===== src/rtl/pipe_hazard_ctrl_if.sv =====
// pipe_hazard_ctrl_if
//   Groups the hazard inputs, the data-memory handshake and the per-stage
//   stall/flush controls exchanged between the pipeline and its hazard
//   sequencer.
//   Modports:
//     master - the hazard controller: samples hazard/handshake inputs,
//              drives dmem_valid, muldiv_done, PC and register controls.
//     slave  - the pipeline datapath: the mirror image of master.
interface pipe_hazard_ctrl_if;
    logic if_wait;
    logic load_use;
    logic ex_muldiv;
    logic ex_redirect;
    logic mem_req;
    logic dmem_data_ok;
    logic dmem_valid;
    logic muldiv_done;
    logic pc_en;
    logic pc_redirect;
    logic if_id_stall;
    logic if_id_flush;
    logic id_ex_stall;
    logic id_ex_flush;
    logic ex_mem_stall;
    logic ex_mem_flush;
    logic mem_wb_stall;
    logic mem_wb_flush;

    modport master (
        input  if_wait, load_use, ex_muldiv, ex_redirect, mem_req, dmem_data_ok,
        output dmem_valid, muldiv_done, pc_en, pc_redirect,
               if_id_stall, if_id_flush, id_ex_stall, id_ex_flush,
               ex_mem_stall, ex_mem_flush, mem_wb_stall, mem_wb_flush
    );

    modport slave (
        output if_wait, load_use, ex_muldiv, ex_redirect, mem_req, dmem_data_ok,
        input  dmem_valid, muldiv_done, pc_en, pc_redirect,
               if_id_stall, if_id_flush, id_ex_stall, id_ex_flush,
               ex_mem_stall, ex_mem_flush, mem_wb_stall, mem_wb_flush
    );
endinterface


===== src/rtl/pipe_hazard_ctrl.sv =====
// pipe_hazard_ctrl
//   Stall/flush sequencer for the five-stage pipeline. Owns the data-memory
//   request handshake (MEM FSM), the multicycle mul/div occupancy counter
//   (EX FSM) and tracking of fetches killed by a redirect while in flight.
//   Register semantics downstream: flush beats stall beats enable.
//   Ports:
//     clk   - clock
//     reset - synchronous active-high reset; forces all flushes while high
//     hz    - pipe_hazard_ctrl_if.master: hazard inputs, dmem handshake,
//             PC and inter-stage register stall/flush controls
module pipe_hazard_ctrl #(
    parameter int unsigned MULDIV_LAT = 4
) (
    input  logic               clk,
    input  logic               reset,
    pipe_hazard_ctrl_if.master hz
);

    typedef enum logic { M_IDLE, M_WAIT } mstate_t;
    typedef enum logic [1:0] { E_IDLE, E_BUSY, E_DONE } estate_t;

    localparam logic [3:0] CNT_LOAD = 4'(MULDIV_LAT - 2);

    mstate_t    m_state, m_next;
    estate_t    e_state, e_next;
    logic [3:0] cnt, cnt_next;
    logic       kill_pend, kill_next;

    logic mem_hold, ex_busy, ex_hold, id_hold, if_hold, take;

    always_ff @(posedge clk) begin
        if (reset) begin
            m_state   <= M_IDLE;
            e_state   <= E_IDLE;
            cnt       <= '0;
            kill_pend <= 1'b0;
        end else begin
            m_state   <= m_next;
            e_state   <= e_next;
            cnt       <= cnt_next;
            kill_pend <= kill_next;
        end
    end

    always_comb begin
        m_next    = m_state;
        e_next    = e_state;
        cnt_next  = cnt;
        kill_next = kill_pend;

        mem_hold = hz.mem_req & ~hz.dmem_data_ok;
        ex_busy  = ((e_state == E_IDLE) & hz.ex_muldiv) | (e_state == E_BUSY);
        ex_hold  = mem_hold | ex_busy;
        id_hold  = ex_hold | hz.load_use;
        if_hold  = id_hold | hz.if_wait;
        take     = hz.ex_redirect & ~ex_hold;

        case (m_state)
            M_IDLE:  if (mem_hold) m_next = M_WAIT;
            M_WAIT:  if (hz.dmem_data_ok) m_next = M_IDLE;
            default: m_next = M_IDLE;
        endcase

        // The busy window is the accepting E_IDLE cycle plus MULDIV_LAT-2
        // E_BUSY cycles; E_BUSY is left as cnt steps down to zero, and with
        // MULDIV_LAT==2 there is nothing to count so E_BUSY is skipped.
        case (e_state)
            E_IDLE: begin
                if (hz.ex_muldiv) begin
                    cnt_next = CNT_LOAD;
                    e_next   = (CNT_LOAD == 4'd0) ? E_DONE : E_BUSY;
                end
            end
            E_BUSY: begin
                cnt_next = cnt - 4'd1;
                if (cnt == 4'd1) e_next = E_DONE;
            end
            E_DONE: begin
                // Stay until EX actually advances so the op is not restarted.
                if (!mem_hold) e_next = E_IDLE;
            end
            default: e_next = E_IDLE;
        endcase

        if (take & hz.if_wait) kill_next = 1'b1;
        else if (!hz.if_wait)  kill_next = 1'b0;

        hz.dmem_valid   = (m_state == M_WAIT) | hz.mem_req;
        hz.muldiv_done  = (e_state == E_DONE);
        hz.pc_redirect  = take;
        hz.pc_en        = ~if_hold | take;
        hz.mem_wb_stall = 1'b0;
        hz.mem_wb_flush = mem_hold;
        hz.ex_mem_stall = mem_hold;
        hz.ex_mem_flush = ex_busy & ~mem_hold;
        hz.id_ex_stall  = ex_hold;
        hz.id_ex_flush  = ~ex_hold & (hz.load_use | take);
        hz.if_id_stall  = id_hold & ~take;
        hz.if_id_flush  = take | (~id_hold & (hz.if_wait | kill_pend));

        if (reset) begin
            hz.dmem_valid   = 1'b0;
            hz.muldiv_done  = 1'b0;
            hz.pc_redirect  = 1'b0;
            hz.pc_en        = 1'b0;
            hz.mem_wb_stall = 1'b0;
            hz.mem_wb_flush = 1'b1;
            hz.ex_mem_stall = 1'b0;
            hz.ex_mem_flush = 1'b1;
            hz.id_ex_stall  = 1'b0;
            hz.id_ex_flush  = 1'b1;
            hz.if_id_stall  = 1'b0;
            hz.if_id_flush  = 1'b1;
        end
    end

endmodule


===== src/flat_wrapper.sv =====
// flat-port wrapper written by rule: the top's interface ports become plain ports
module pipe_hazard_ctrl_flat 
#(
    parameter int unsigned MULDIV_LAT = 4
)
  (clk, reset, hz_if_wait, hz_load_use, hz_ex_muldiv, hz_ex_redirect, hz_mem_req, hz_dmem_data_ok, hz_dmem_valid, hz_muldiv_done, hz_pc_en, hz_pc_redirect, hz_if_id_stall, hz_if_id_flush, hz_id_ex_stall, hz_id_ex_flush, hz_ex_mem_stall, hz_ex_mem_flush, hz_mem_wb_stall, hz_mem_wb_flush);
  pipe_hazard_ctrl_if hz_i ();
  input  logic clk;
  input  logic reset;
  input wire logic [$bits(hz_i.if_wait)-1:0] hz_if_wait;
  input wire logic [$bits(hz_i.load_use)-1:0] hz_load_use;
  input wire logic [$bits(hz_i.ex_muldiv)-1:0] hz_ex_muldiv;
  input wire logic [$bits(hz_i.ex_redirect)-1:0] hz_ex_redirect;
  input wire logic [$bits(hz_i.mem_req)-1:0] hz_mem_req;
  input wire logic [$bits(hz_i.dmem_data_ok)-1:0] hz_dmem_data_ok;
  output wire logic [$bits(hz_i.dmem_valid)-1:0] hz_dmem_valid;
  output wire logic [$bits(hz_i.muldiv_done)-1:0] hz_muldiv_done;
  output wire logic [$bits(hz_i.pc_en)-1:0] hz_pc_en;
  output wire logic [$bits(hz_i.pc_redirect)-1:0] hz_pc_redirect;
  output wire logic [$bits(hz_i.if_id_stall)-1:0] hz_if_id_stall;
  output wire logic [$bits(hz_i.if_id_flush)-1:0] hz_if_id_flush;
  output wire logic [$bits(hz_i.id_ex_stall)-1:0] hz_id_ex_stall;
  output wire logic [$bits(hz_i.id_ex_flush)-1:0] hz_id_ex_flush;
  output wire logic [$bits(hz_i.ex_mem_stall)-1:0] hz_ex_mem_stall;
  output wire logic [$bits(hz_i.ex_mem_flush)-1:0] hz_ex_mem_flush;
  output wire logic [$bits(hz_i.mem_wb_stall)-1:0] hz_mem_wb_stall;
  output wire logic [$bits(hz_i.mem_wb_flush)-1:0] hz_mem_wb_flush;
  assign hz_i.if_wait = hz_if_wait;
  assign hz_i.load_use = hz_load_use;
  assign hz_i.ex_muldiv = hz_ex_muldiv;
  assign hz_i.ex_redirect = hz_ex_redirect;
  assign hz_i.mem_req = hz_mem_req;
  assign hz_i.dmem_data_ok = hz_dmem_data_ok;
  assign hz_dmem_valid = hz_i.dmem_valid;
  assign hz_muldiv_done = hz_i.muldiv_done;
  assign hz_pc_en = hz_i.pc_en;
  assign hz_pc_redirect = hz_i.pc_redirect;
  assign hz_if_id_stall = hz_i.if_id_stall;
  assign hz_if_id_flush = hz_i.if_id_flush;
  assign hz_id_ex_stall = hz_i.id_ex_stall;
  assign hz_id_ex_flush = hz_i.id_ex_flush;
  assign hz_ex_mem_stall = hz_i.ex_mem_stall;
  assign hz_ex_mem_flush = hz_i.ex_mem_flush;
  assign hz_mem_wb_stall = hz_i.mem_wb_stall;
  assign hz_mem_wb_flush = hz_i.mem_wb_flush;
  pipe_hazard_ctrl #(.MULDIV_LAT(MULDIV_LAT)) u_core (.clk(clk), .reset(reset), .hz(hz_i));
endmodule

===== config.mk =====
export PLATFORM = sky130hd
export DESIGN_NAME = pipe_hazard_ctrl_flat
export DESIGN_NICKNAME = d
export VERILOG_FILES = /design/src/rtl/pipe_hazard_ctrl_if.sv /design/src/rtl/pipe_hazard_ctrl.sv /design/src/flat_wrapper.sv
export SDC_FILE = /design/constraint.sdc
export NUM_CORES = 1
export LEC_CHECK = 0
export CAP_MARGIN = 20
export CORE_MARGIN = 2
export CORE_UTILIZATION = 30
export DETAILED_ROUTE_END_ITERATION = 10
export PLACE_DENSITY = 0.68
export RECOVER_POWER = 100
export SKIP_CTS_REPAIR_TIMING = 1
export SLEW_MARGIN = 15
export SYNTH_ARGS = -nofsm -noshare
export SYNTH_HDL_FRONTEND = slang
export SYNTH_SLANG_ARGS = --single-unit

===== constraint.sdc =====
create_clock -name clk -period 1.4 [get_ports clk]
set_input_delay 0.28 -clock clk [delete_from_list [all_inputs] [get_ports clk]]
set_output_delay 0.28 -clock clk [all_outputs]
set_load 0.03 [all_outputs]

==> results_dict.tcl <==
set metrics [dict create \
    status "complete, but fails checks" \
    violations "negative setup slack" \
    synth_cell_type_count 30 \
    nets 102 \
    cp-endpoint "hz_if_id_flush" \
    netlist_area_um2 517 \
    numCtsBuffers 3 \
    grt_usage 0.135 \
    tritoncts "yes" \
    fin_crit_sh 1.07 \
    slew_viol_final 0 \
    p_per_area_nw_per_um2 806 \
    dp_hpwl_um 992 \
    grt_max_degree 9 \
    total_power_mw 0.681 \
    slowest_stage "dfxtp_2" \
    hp-class "primary input to flop" \
    crit_fanout 4 \
    drive_gt1_frac 0.444 \
    hold_violations 0 \
    critical-path-max-stage-delay_ps 320 \
    reg2reg_slack_ps 160 \
    ant_nets 0 \
    totalWireLength_mm 1.26 \
    synth_nets 73 \
    synth_seq_cells 8 \
    syn_to_final_growth_pct 63.7 \
    htree_levels 1 \
    dpl_cell_area_um2 759 \
    critPathCaptureType "primary output" \
    antenna_found_initial 0 \
    grt_first_pass_wirelength_mm 1.93 \
    grt_pass1_vias 454 \
    crit-reg2reg-launch "u_core.cnt[1]" \
    drc 0 \
    rsz0062_at_grt "yes" \
    r2r_end "u_core.e_state[1]" \
    place.gp.congestion 0.777 \
    cp_cell_sequence "o21bai_4 > and2_4 > a21o_1 > buf_6" \
    leakagePower_nw 0.430 \
    viasPerCell 4.97 \
    via_count 527 \
    rows 14 \
    fin_worst_skew_ps 3.57 \
    fmax_mhz 667 \
    insertion_delay_ps 260 \
    crit_start "u_core.e_state[1]" \
    antenna_cells 0 \
    path_depth 4 \
    die-area_um2 2070 \
    worst_slack_ps -99.6 \
    die_h_um 45.5 \
    ioPinCount 20 \
    design_area_um2 846 \
    worst_setup_path_start_kind "flop" \
    ys_seq_area_frac 0.310 \
    min_period_ps 1500 \
    yosys_warnings 0 \
    crit_type "flop to primary output" \
    gr-total-overflow 0 \
    first_pass_iters 2 \
    io_buffer_count 18 \
    clock-root-buffer "clkbuf_4" \
    core_region_area_um2 1560 \
    worstPathRequired_ps 1120 \
    path_delay_family "compound AO/OA/AOI/OAI gates" \
    clk_pin_slew_ps 50 \
    synthCells 63 \
    vdd_drop_max_v 0.000566 \
    drt_iter0_drc 4 \
    ff2ff_path_depth 5 \
    maxCapViolations 0 \
    cts_sinks 8 \
    die_w_um 45.5 \
    avgSynthCellArea_um2 8.20 \
    routedWlPerCell_um 11.9 \
    crit_buf_inv 1 \
    start_util 0.331 \
    cp.arrival_ps 1220 \
    setup_viol 7 \
    clk_path_buf_depth 2 \
]
metal layers:
layer	track usage	wire length, um	up-vias
met5	0	0	-
met1	0.156	571	243
met2	0.208	595	11
li1	-	-	268
met4	0.0706	23	0
met3	0.0595	69	5
where the power goes:
| group | switching (mW) | internal, mW |
|---|---|---|
| combinational | 0.128 | 0.118 |
| clock | 0.0781 | 0.0981 |
| sequential | 0.0138 | 0.245 |
stage by stage:
stage / TNS [ps] / std cells / utilization / hold slack [ps] / setup WS, ps
after floorplan: -201 / 63 / - / 359 / -94.3
after global placement: -2260 / 103 / 0.487 / 500 / -278
after detailed placement: -2500 / 103 / 0.487 / 516 / -293
after CTS: -2220 / 106 / 0.502 / 525 / -291
after global routing: -859 / 106 / 0.543 / 257 / -154
final: -417 / 106 / 0.543 / 247 / -99.6
flip-flops by register name (all words and copies together) (netlist names):
register and count:
u_core.cnt 4, u_core.e_state 2, u_core.kill_pend 1, u_core.m_state 1
cells in the final DEF (no fill, tap or decap), drive strengths merged, types with 2 or more instances in the layout:
master        Yosys  layout
dlymetal6s2s      0       6
ha                2       2
nor2             10      10
dfxtp             8       8
nor3b             3       3
buf               3      21
a21oi             3       3
clkbuf            1       3
a31oi             2       2
o21bai            4       4
nand3b            2       2
nor3              5       5
nand2b            3       3
inv               3       3
nand2             4       4
worst reg2reg max path, delay by kind of cell (launching register included):
family / cells / cell delay (ps)
AO/OA/AOI/OAI: 1 / 130
adder cells (fa/ha/maj): 1 / 190
buffers and inverters: 1 / 90
flip-flops: 1 / 310
AND/OR/NAND/NOR: 2 / 460
worst min-delay path by stage:
| stage | start | end | cells past startpoint |
|---|---|---|---|
| final | hz_dmem_data_ok | u_core.m_state | 2 |
| after global routing | hz_dmem_data_ok | u_core.m_state | 2 |
| after CTS | u_core.m_state | u_core.m_state | 2 |
| after detailed placement | u_core.m_state | u_core.m_state | 2 |
| after global placement | u_core.m_state | u_core.m_state | 2 |
| after floorplan | hz_dmem_data_ok | u_core.m_state | 1 |
final cells by class:
class,count,area (um2)
repair buffers,28,269
well taps,16,20.0
flip-flops and latches,8,163
clock buffers,3,22.5
multi-input cells,48,360
inverters,3,11.3
fillers,150,713
synth_stat cells:
cell type / n / area (um2)
dfxtp_1: 8 / 160
nor2b_1: 1 / 6.26
nor3_1: 5 / 25.0
a2bb2oi_1: 1 / 8.76
ha_1: 2 / 25.0
o21bai_4: 1 / 18.8
clkbuf_1: 1 / 3.75
buf_6: 1 / 11.3
a31oi_1: 2 / 12.5
nand2_1: 3 / 11.3
nand2b_1: 2 / 12.5
a21o_1: 1 / 7.51
conb_1: 1 / 3.75
inv_1: 3 / 11.3
or3b_1: 1 / 8.76
a221oi_1: 1 / 8.76
buf_2: 1 / 5.00
nand2b_2: 1 / 8.76
and2_1: 1 / 6.26
nand3_1: 1 / 5.00
nor3b_1: 3 / 22.5
or4_4: 1 / 11.3
o21bai_1: 3 / 22.5
nand2_4: 1 / 11.3
nand3b_1: 2 / 15.0
nor2_1: 10 / 37.5
a21oi_1: 2 / 10.0
mux2i_1: 1 / 10.0
a21oi_2: 1 / 8.76
buf_4: 1 / 7.51
cell families (layout without fill, tap and decap cells):
group                    after synthesis  count (layout)  synth area share
other                                  1               1           0.00726
multiplexers                           1               1            0.0194
AO/OA/AOI/OAI                         12              12             0.189
adder cells (fa/ha/maj)                2               2            0.0484
AND/OR/NAND/NOR                       32              32             0.351
buffers and inverters                  7              34            0.0750
flip-flops                             8               8             0.310
No activity file was read; power rests on OpenSTA's default activity.
